--- src/rtl/i2s_tdm_multiline_receiver.sv ---
// Multi-line TDM/I2S capture: samples serial lines on the falling bit-clock edge,
// frames on fsync, and streams bits into a circular frame buffer with commit tracking.
module i2s_tdm_multiline_receiver #(
   parameter int DATA_LINES      = 1,
   parameter int FRAME_BITS_LOG2 = 8,
   parameter int CIRC_BUF_BITS   = 3,
   parameter int ERR_CNT_BITS    = 8
) (
   input  logic                                     clk_i,
   input  logic                                     rst_ni,
   input  logic                                     i2s_running_i,
   input  logic                                     i2s_fsync_i,
   input  logic [DATA_LINES-1:0]                    i2s_data_i,
   output logic [CIRC_BUF_BITS+FRAME_BITS_LOG2-1:0] ram_write_addr_o,
   output logic                                     ram_write_en_o,
   output logic [DATA_LINES-1:0]                    ram_write_data_o,
   output logic [CIRC_BUF_BITS-1:0]                 last_good_frame_idx_o,
   output logic                                     frame_valid_o,
   output logic                                     frame_done_o,
   output logic [ERR_CNT_BITS-1:0]                  sync_err_count_o
);

   localparam logic [FRAME_BITS_LOG2-1:0] POS_ZERO = '0;
   localparam logic [FRAME_BITS_LOG2-1:0] POS_ONE  = {{(FRAME_BITS_LOG2-1){1'b0}}, 1'b1};
   localparam logic [FRAME_BITS_LOG2-1:0] POS_LAST = '1;
   localparam logic [ERR_CNT_BITS-1:0]    ERR_MAX  = '1;

   typedef enum logic [1:0] {
      ST_IDLE = 2'd0,
      ST_HUNT = 2'd1,
      ST_RUN  = 2'd2
   } state_t;

   state_t                     state_q;
   logic [CIRC_BUF_BITS-1:0]   slot_q;
   logic [FRAME_BITS_LOG2-1:0] pos_q;
   logic                       clean_q;
   logic [DATA_LINES-1:0]      data_q;
   logic                       fsync_q;

   // Inputs are launched by the far end on our rising edge, so sample mid-bit.
   always_ff @(negedge clk_i or negedge rst_ni) begin
      if (!rst_ni) begin
         data_q  <= '0;
         fsync_q <= 1'b0;
      end else begin
         data_q  <= i2s_data_i;
         fsync_q <= i2s_fsync_i;
      end
   end

   // Write port contract: ram_write_en_o is a one-cycle strobe with no ready;
   // addr/data are valid only while it is high and the RAM must take every strobe.
   always_ff @(posedge clk_i or negedge rst_ni) begin
      if (!rst_ni) begin
         state_q               <= ST_IDLE;
         slot_q                <= '0;
         pos_q                 <= '0;
         clean_q               <= 1'b0;
         ram_write_addr_o      <= '0;
         ram_write_en_o        <= 1'b0;
         ram_write_data_o      <= '0;
         last_good_frame_idx_o <= '0;
         frame_valid_o         <= 1'b0;
         frame_done_o          <= 1'b0;
         sync_err_count_o      <= '0;
      end else begin
         ram_write_en_o <= 1'b0;
         frame_done_o   <= 1'b0;
         if (!i2s_running_i) begin
            // Stopping beats everything, including a commit due this cycle.
            state_q       <= ST_IDLE;
            pos_q         <= POS_ZERO;
            clean_q       <= 1'b0;
            frame_valid_o <= 1'b0;
         end else begin
            case (state_q)
               ST_IDLE: begin
                  state_q <= ST_HUNT;
               end
               ST_HUNT: begin
                  if (fsync_q) begin
                     ram_write_addr_o <= {slot_q, POS_ZERO};
                     ram_write_data_o <= data_q;
                     ram_write_en_o   <= 1'b1;
                     pos_q            <= POS_ONE;
                     clean_q          <= 1'b1;
                     state_q          <= ST_RUN;
                  end
               end
               ST_RUN: begin
                  if (fsync_q && (pos_q != POS_ZERO)) begin
                     // Slip: restart the same slot at bit 0 with this bit.
                     ram_write_addr_o <= {slot_q, POS_ZERO};
                     ram_write_data_o <= data_q;
                     ram_write_en_o   <= 1'b1;
                     pos_q            <= POS_ONE;
                     clean_q          <= 1'b1;
                     if (sync_err_count_o != ERR_MAX)
                        sync_err_count_o <= sync_err_count_o + 1'b1;
                  end else if (!fsync_q && (pos_q == POS_ZERO)) begin
                     clean_q <= 1'b0;
                     state_q <= ST_HUNT;
                     if (sync_err_count_o != ERR_MAX)
                        sync_err_count_o <= sync_err_count_o + 1'b1;
                  end else begin
                     ram_write_addr_o <= {slot_q, pos_q};
                     ram_write_data_o <= data_q;
                     ram_write_en_o   <= 1'b1;
                     pos_q            <= pos_q + 1'b1;
                     if ((pos_q == POS_LAST) && clean_q) begin
                        last_good_frame_idx_o <= slot_q;
                        slot_q                <= slot_q + 1'b1;
                        frame_valid_o         <= 1'b1;
                        frame_done_o          <= 1'b1;
                     end
                  end
               end
               default: begin
                  state_q <= ST_IDLE;
               end
            endcase
         end
      end
   end

endmodule
--- config.mk ---
export PLATFORM = sky130hd
export DESIGN_NAME = i2s_tdm_multiline_receiver
export DESIGN_NICKNAME = d
export VERILOG_FILES = /design/src/rtl/i2s_tdm_multiline_receiver.sv
export SDC_FILE = /design/constraint.sdc
export NUM_CORES = 1
export LEC_CHECK = 0
export CAP_MARGIN = 40
export CORE_MARGIN = 4
export CORE_UTILIZATION = 50
export CTS_CLUSTER_DIAMETER = 50
export DETAILED_ROUTE_END_ITERATION = 16
export DONT_BUFFER_PORTS = 1
export PLACE_DENSITY = 0.68
export SYNTH_ARGS = -nofsm -noshare
export SYNTH_HDL_FRONTEND = slang
export SYNTH_SLANG_ARGS = --single-unit
--- constraint.sdc ---
create_clock -name clk_i -period 2.2 [get_ports clk_i]
set_input_delay 0.44 -clock clk_i [delete_from_list [all_inputs] [get_ports clk_i]]
set_output_delay 0.44 -clock clk_i [all_outputs]
set_load 0.02 [all_outputs]
==> results.txt, run 1 <==
Buffers placed on the I/O ports in this run total 0. Sequential cells were found to cover 51.4% of the synthesized design area. The combinational power share was 37.3%; the power density of the placed cells was 865 nW/um^2.

Setup violations remaining at the end of the flow were counted as 40. Ranked by total cell area, the synthesized netlist is headed by sky130_fd_sc_hd__dfrtp_1 (49%), sky130_fd_sc_hd__ha_1 (6.1%), sky130_fd_sc_hd__mux2_2 (6.1%), sky130_fd_sc_hd__nand2_1 (5.0%), sky130_fd_sc_hd__xnor2_1 (3.4%). The critical path in this run is classified as reg -> reg. The cell at the root of the clock tree was sky130_fd_sc_hd__clkbuf_8.

In this run the worst path has a maximum fanout of 3. The floorplan step set the die width to 71.9 um. The final number of max-transition violations was 0. The post-layout worst setup margin is -0.629 ns, and the worst relative slew slack is 77.5%.

Among all stages on the critical path, the largest delay is contributed by sky130_fd_sc_hd__dfrtn_1. After synthesis the cells add up to 2040 um^2. At the end of the flow, the number of nets in the layout was 238.

The count of endpoints failing hold in the final timing report was 0. Die height: 71.9 um. The biggest area contributor in the post-synthesis netlist is sky130_fd_sc_hd__dfrtp_1.

After legalization and detailed placement, the total HPWL measured 3.20 mm. For the antenna cell count, the log shows 0. The iteration-0 DRC count of the detailed router was 178; the number of placed I/O pins was 31. For the final database, setup skew stands at 0.0142 ns.

The final reports fail on setup timing. The worst-case reg-to-reg path depth works out to 5. The run finished, with violations left. Summed over all cells, the static leakage comes to 1.20 nW. The wire length per cell after detailed routing was 18.3 um. Routed via count: 1572.

For this run, the number of Yosys warnings is 0. The die covers 5180 um^2. At the later pin of the worst-skew pair, clock insertion delay measures 0.30 ns. The run gives 0 as the max-capacitance violation count. Setup repair after global routing could not meet its margin everywhere. For the global-route wire length before repair, the log shows 7.80 mm.

The count of placed standard cells including taps is 252. TritonCTS built the clock tree. The area inside the core boundary was 3800 um^2. The tools report the synthesized net count as 204. The clock slew seen by the registers of the worst setup and hold paths is 0.08 ns.

CTS built an H-tree with a depth of 2. The run gives 0 as the remaining global-route overflow. At the end of routability-driven placement, the weighted congestion stood at 0.822. The switching part of the total came out at 35.7%.

Counting every sink on the clock net gives 42. For the number of cell rows, the log shows 22. The logs give 53.8% for the initial core utilization and 41.3% for the sequential fraction of design power.

For the number of antenna violations at the first check in global routing, the log shows 0. Summed over all layers, the routed wires come to 4.97 mm. Yosys mapped the design onto 37 distinct sky130hd cell types. The logs give 21.3% for the clock network power share and 3.02 ns for the critical path data arrival time. The CTS buffer count is 5. The number of buffers on the longest clock path is 2. The endpoint required time on the critical path was 2.39 ns. The most common cell after layout, fill and taps aside was sky130_fd_sc_hd__dfrtp_1. The synthesized design contains 42 register bits. Maximum number of pins on one net before global-route repair: 41.

STA classifies the critical path endpoint as a register. The worst hold path passes through 2 cells. The final cell count without fillers is 272, and the mean area per synthesized cell is 10.8 um^2. Once detail routing completed, the nets flagged for antenna violations numbered 0. The slew at the pin with the worst max-slew slack is 0.337 ns, and the stage delay of the slowest cell on the critical path is 0.48 ns. From synthesis to final layout, the design area changed by 35.2%. Cell internal power was estimated by the tool at 0.00154 W. Using the TritonRoute via totals, the vias-per-cell ratio works out to 5.78. Global routing used 19.4% of the available tracks across all layers.

Leaving out fill and tap cells, the most frequent cells in the layout are sky130_fd_sc_hd__dfrtp_1 (40), sky130_fd_sc_hd__nand2_1 (24), sky130_fd_sc_hd__buf_4 (19). The tightest min-delay check is of the in -> reg type. The filler cells instantiated in the layout total 257.

At the placement stage, the worst setup path has a slack of -0.573 ns. For this run, design rule violations remaining after detail routing come to 0. The run gives 1628 as the number of global-route vias before repair. The critical path goes through ha_4, nand3b_1, nor2_2, and3_4, mux2_4. For the switching power, the log shows 0.000854 W. The worst setup path is launched from a register. The area share of the largest cell type after synthesis works out to 49.0%.

The number of search-and-repair iterations in the first detailed-routing pass is 4. Cells with a size suffix above 1 make up 42.0% of the layout. VDD sags by at most 0.000543 V. Counting every instance in the synthesized netlist gives 189.
-- metrics by stage --
step	util (%)	total power [W]	hold WS [ns]	TNS (ns)	area, um^2
6_report	72.8	0.00239	0.256	-18.61	2760
4_1_cts	66.9	0.00219	0.251	-16.07	2540
2_1_floorplan	-	0.00138	0.144	-11.61	2080
3_5_place_dp	59.4	0.00155	0.146	-16.25	2260
3_3_place_gp	59.4	0.00151	0.145	-14.81	2260
5_1_grt	72.8	0.00252	0.254	-21.15	2760
-- cell families (layout without fill, tap and decap cells) --
group	after synthesis	in the layout	synth area share [%]
DFF	42	42	51.4
xor gates and xnor gates	9	9	3.86
and+or+nand+nor	67	67	16.4
muxes	14	14	7.53
AOI/OAI and AO/OA	32	32	11.4
buffers and inverters	15	50	3.30
adders and majority gates	10	10	6.12
-- timing repair --
| item | in CTS | in global routing |
|---|---|---|
| setup endpoints to repair | 40 | 40 |
| hold buffers | 2 | 0 |
| pin swaps | 15 | 13 |
| buffers inserted | 7 | 5 |
| resized for setup | 20 | 44 |
| endpoints found under the hold margin | 40 | 0 |
| cloned | 0 | 1 |
-- final cells by class --
class	count	area (um^2)	share of cell area (%)
multi-input cells	132	1190	43.1
flip-flops and latches	42	1050	38.0
repair buffers	33	334	12.1
clock buffers	7	86.3	3.12
well taps	48	60.1	2.17
inverters	9	36.3	1.31
clock inverters	1	5.00	0.181
-- final timing paths --
check	from	endpoint	slack (ns)
worst min register to register	slot_q[2]$_DFFE_PN0P_	slot_q[2]$_DFFE_PN0P_	0.49
worst min-delay path	i2s_running_i	ram_write_en_o$_DFF_PN0_	0.26
worst max register to register	fsync_q$_DFF_NN0_	sync_err_count_o[7]$_DFFE_PN0P_	-0.63
max in group asynchronous	rst_ni	data_q$_DFF_NN0_	1.28
min in group asynchronous	rst_ni	ram_write_en_o$_DFF_PN0_	0.59
worst max-delay path	fsync_q$_DFF_NN0_	sync_err_count_o[7]$_DFFE_PN0P_	-0.63
-- worst max-delay path, delay by kind of cell, from the launching register on --
kind,cells,cell delay (ns)
DFF,1,0.48
and+or+nand+nor,3,0.61
muxes,1,0.29
adders and majority gates,1,0.24
-- power groups by stage --
stage	logic, W	registers, W	clock network, W
finish	0.000892	0.000988	0.000510
global placement	0.000519	0.000991	0
CTS	0.000691	0.000986	0.000516
floorplan	0.000402	0.000978	0
detailed placement	0.000546	0.00100	0
global route	0.000956	0.00100	0.000556
-- cells in the mapped netlist --
cell type / instances
sky130_fd_sc_hd__dfrtp_1: 40
sky130_fd_sc_hd__nand2_1: 27
sky130_fd_sc_hd__nor2_1: 12
sky130_fd_sc_hd__mux2_2: 11
sky130_fd_sc_hd__ha_1: 10
sky130_fd_sc_hd__inv_1: 9
sky130_fd_sc_hd__o21ai_0: 9
sky130_fd_sc_hd__a21oi_1: 8
sky130_fd_sc_hd__xnor2_1: 8
sky130_fd_sc_hd__nand3_1: 5
sky130_fd_sc_hd__nand2b_1: 4
sky130_fd_sc_hd__nor3_1: 4
sky130_fd_sc_hd__o31ai_1: 4
sky130_fd_sc_hd__and3_1: 3
sky130_fd_sc_hd__buf_2: 3
sky130_fd_sc_hd__mux2i_1: 3
sky130_fd_sc_hd__a2111oi_2: 2
sky130_fd_sc_hd__clkbuf_1: 2
sky130_fd_sc_hd__dfrtn_1: 2
sky130_fd_sc_hd__nand3_2: 2
sky130_fd_sc_hd__nand4_1: 2
sky130_fd_sc_hd__nor2b_1: 2
sky130_fd_sc_hd__nor4_1: 2
sky130_fd_sc_hd__o21a_1: 2
sky130_fd_sc_hd__a2111oi_4: 1
sky130_fd_sc_hd__a211o_1: 1
sky130_fd_sc_hd__a211oi_1: 1
sky130_fd_sc_hd__a21o_1: 1
sky130_fd_sc_hd__a22oi_1: 1
sky130_fd_sc_hd__buf_6: 1
sky130_fd_sc_hd__nand3b_1: 1
sky130_fd_sc_hd__nor4_4: 1
sky130_fd_sc_hd__o211ai_1: 1
sky130_fd_sc_hd__o22ai_1: 1
sky130_fd_sc_hd__or3_1: 1
sky130_fd_sc_hd__or4_1: 1
sky130_fd_sc_hd__xor2_1: 1
-- registers in the layout, indices dropped and copies added, names as in the netlist --
| name | cells |
|---|---|
| ram_write_data_o | 1 |
| fsync_q | 1 |
| slot_q | 3 |
| frame_valid_o | 1 |
| state_q | 2 |
| last_good_frame_idx_o | 3 |
| sync_err_count_o | 8 |
| clean_q | 1 |
| ram_write_addr_o | 11 |
| data_q | 1 |
| pos_q | 8 |
| ram_write_en_o | 1 |
| frame_done_o | 1 |
-- per-layer routing --
metal	track usage [%]	share of wire, %
met1	23.5	40
met2	32.7	52
met3	5.12	5.8
met4	8.35	1.7
met5	0	0
Power figures use the tool's default switching activity.
==> inputs of run 2 (changes only) <==
--- a/config.mk
+++ b/config.mk
@@ -12,4 +12,5 @@
 export DETAILED_ROUTE_END_ITERATION = 16
 export DONT_BUFFER_PORTS = 1
+export HOLD_SLACK_MARGIN = 0.08
 export PLACE_DENSITY = 0.68
 export SYNTH_ARGS = -nofsm -noshare
==> constraint.sdc (replaced) <==
create_clock -name clk_i -period 2.2 [get_ports clk_i]
set_input_delay 0.44 -clock clk_i [delete_from_list [all_inputs] [get_ports clk_i]]
set_output_delay 0.44 -clock clk_i [all_outputs]
set_load 0.1 [all_outputs]
==> results.txt, run 2 (same netlist as run 1, synthesis figures left out) <==
The logs give 31 (unchanged) for the number of placed I/O pins and 2 (unchanged) for the number of buffers on the longest clock path. The run gives 1.32 nW (+9.9%) as the leakage power figure. The number of global-route vias before repair is 1731 (+6.3%). The tools report the clock sink count as 42 (unchanged). In the layout the commonest cells are sky130_fd_sc_hd__buf_4 (44), sky130_fd_sc_hd__dfrtp_1 (40), sky130_fd_sc_hd__nand2_1 (25). The peak ir drop on the vdd network was 0.000887 V (+63%).

The element type at the critical path end was a register. The fraction of final layout cells with drive strength greater than 1 came out at 38.9% (-3.1 points). The remaining global-route overflow was 0 (unchanged); the power density of the placed cells was 936 nW/um^2 (+8.2%). The die height was 71.9 um (unchanged); the count of endpoints failing hold in the final timing report was 0 (unchanged).

The met1 global-route usage is 23.9% (+0.34 points), and the max-capacitance violation count is 0 (unchanged). TritonCTS built the clock tree. The final reports fail on setup timing. The run gives 1640 (+4.3%) as the routed via count. The tools report the post-layout worst setup margin as -0.634 ns (-0.00488 ns).

The CTS buffer count was 5 (unchanged); the number of antenna violations at the first check in global routing was 0 (unchanged). The count of buffers inserted at the top-level ports was 0 (unchanged). STA classifies the critical path startpoint as a register. The library cell used most frequently in the layout, excluding fill and tap cells, is sky130_fd_sc_hd__buf_4. The estimated wirelength of the detail-placed design came out at 3.40 mm (+6.3%). The maximum number of pins on one net before global-route repair is 41 (unchanged). The post-route worst hold slack is 0.267 ns (+0.0112 ns). Met3 layer usage reported by global route: 6.65% (+1.5 points).

The number of flip-flops in the largest register works out to 11 (unchanged). The number of vias per cell works out to 5.56 (-3.8%). The cell at the root of the clock tree was sky130_fd_sc_hd__clkbuf_8. The path class of the lowest-slack min-delay path was in -> reg.

The endpoint required time on the critical path was 2.42 ns (+0.03 ns); the number of cell rows was 22 (unchanged). After global routing, the most crowded layer is met2. The logs give 0.30 ns (about the same) for the clock network latency to the later pin of the worst-skew pair and 2 (unchanged) for the number of H-tree levels. The largest registers in the layout are ram_write_addr_o (11), pos_q (8), sync_err_count_o (8). The number of nets in the layout is 261 (+9.7%), and the placement-stage cell area is 2580 um^2 (+14%). The logs give 8.14 mm (+4.3%) for the global-route wire length before repair and 2900 um^2 (+4.8%) for the area of all placed cells without fillers. Antenna cell count: 0 (unchanged). Width of the chip: 71.9 um (unchanged).

The flow ran to the end, but the final reports show violations. Overall routing resource usage: 20.4% (+0.97 points). Largest register by flop count: ram_write_addr_o. The count of unresolved DRC violations after routing is 0 (unchanged). The run gives 40.1% (-37 points) as the worst relative slew slack. The number of nets still failing antenna checks after routing is 0 (unchanged), and the routability congestion estimate is 0.914 (+11%). The area inside the core boundary is 3800 um^2 (unchanged), and the layout overhead on the synthesized area is 41.7%. The run gives 34.4% (+1.7 points) as the global routing met2 resource utilization. The logs give 4 (unchanged) for the number of search-and-repair iterations in the first detailed-routing pass and 134 (-25%) for the iteration-0 DRC count of the detailed router.

The wire length per cell after detailed routing is 17.7 um (-3.2%). The critical path data arrival time is 3.05 ns (+0.03 ns). The final wirelength came out at 5.22 mm (+5.0%). Setup repair after global routing could not meet its margin everywhere. The critical setup path kind was reg -> reg. The final number of max-transition violations came out at 0 (unchanged). Setup slack after placement: -0.527 ns (+0.0454 ns).

The clock slew seen by the registers of the worst setup and hold paths came out at 0.08 ns (about the same). The final number of setup-violating endpoints is 40 (unchanged). The top fanout value on the critical path is 8 (+5), and the final worst clock skew is 0.00866 ns (-0.00558 ns).

The slew at the pin with the worst max-slew slack is 0.899 ns (+0.562 ns). For the area of the die, the log shows 5180 um^2 (unchanged). For the initial core utilization, the log shows 53.8% (unchanged).
run 2: cell types whose count changed in the layout (fill, tap and decap cells not counted), moves of 3 or more:
cell	before	now
sky130_fd_sc_hd__a21oi_1	3	6
sky130_fd_sc_hd__nor2_1	8	11
sky130_fd_sc_hd__buf_6	9	3
sky130_fd_sc_hd__mux2_2	6	9
sky130_fd_sc_hd__buf_4	19	44
sky130_fd_sc_hd__o21ai_2	4	1
sky130_fd_sc_hd__buf_16	0	6
sky130_fd_sc_hd__mux2_4	5	2
sky130_fd_sc_hd__nor2_2	3	0
run 2: routing by layer:
layer	vias to the layer above	wire length, um	share of wire, %
met5	-	0	0
met4	0	109	2.1
met3	14	299	5.7
met2	52	2740	52
met1	808	2070	40
li1	766	-	-
run 2: path summary, 6_finish.rpt:
check                      slack [ns]                       startpoint  depth (start not counted)                         endpoint
max                             -0.63                fsync_q$_DFF_NN0_                          5             pos_q[3]$_DFFE_PN0P_
min in group asynchronous        0.60                           rst_ni                          2             pos_q[1]$_DFFE_PN0P_
max in group asynchronous        1.28                           rst_ni                          0                fsync_q$_DFF_NN0_
min                              0.27                    i2s_running_i                          1        frame_valid_o$_DFFE_PN0P_
min reg2reg                      0.49  ram_write_addr_o[2]$_DFFE_PN0P_                          2  ram_write_addr_o[2]$_DFFE_PN0P_
max reg2reg                     -0.63                fsync_q$_DFF_NN0_                          5             pos_q[3]$_DFFE_PN0P_
run 2: timing repair:
| item | in CTS | in global routing |
|---|---|---|
| pin swaps | 6 | 4 |
| setup buffers | 1 | 2 |
| hold buffers | 2 | 0 |
| resized for setup | 9 | 11 |
| endpoints found under the hold margin | 40 | 0 |
| setup endpoints to repair | 40 | 40 |
run 2: report_power, final:
part           switching, W  internal [W]  total [W]
clock network      0.000266      0.000339   0.000604
registers         0.0000652      0.000850   0.000915
logic              0.000775      0.000416    0.00119
run 2: critical path, stage by stage, from the launching register on:
cell	delay, ns
sky130_fd_sc_hd__dfrtn_1	0.50
sky130_fd_sc_hd__buf_4	0.18
sky130_fd_sc_hd__mux2i_1	0.10
sky130_fd_sc_hd__buf_4	0.21
sky130_fd_sc_hd__or4_1	0.52
sky130_fd_sc_hd__o22ai_2	0.15
run 2: final cells by class:
class	count	area [um^2]
Tap cell	48	60.1
Clock buffer	6	72.6
Fill cell	234	901
Sequential cell	42	1050
Multi-Input combinational cell	132	1060
Inverter	9	33.8
Clock inverter	2	37.5
Timing Repair Buffer	56	579
run 2: stage by stage:
step | setup TNS [ns] | util, % | power [W] | std cells
floorplan | -11.30 | - | 0.00167 | 189
CTS | -15.35 | 73.1 | 0.00259 | 291
global placement | -12.92 | 64.9 | 0.00189 | 276
global route | -20.22 | 76.3 | 0.00285 | 295
detailed placement | -14.60 | 67.8 | 0.00193 | 280
finish | -18.20 | 76.3 | 0.00271 | 295
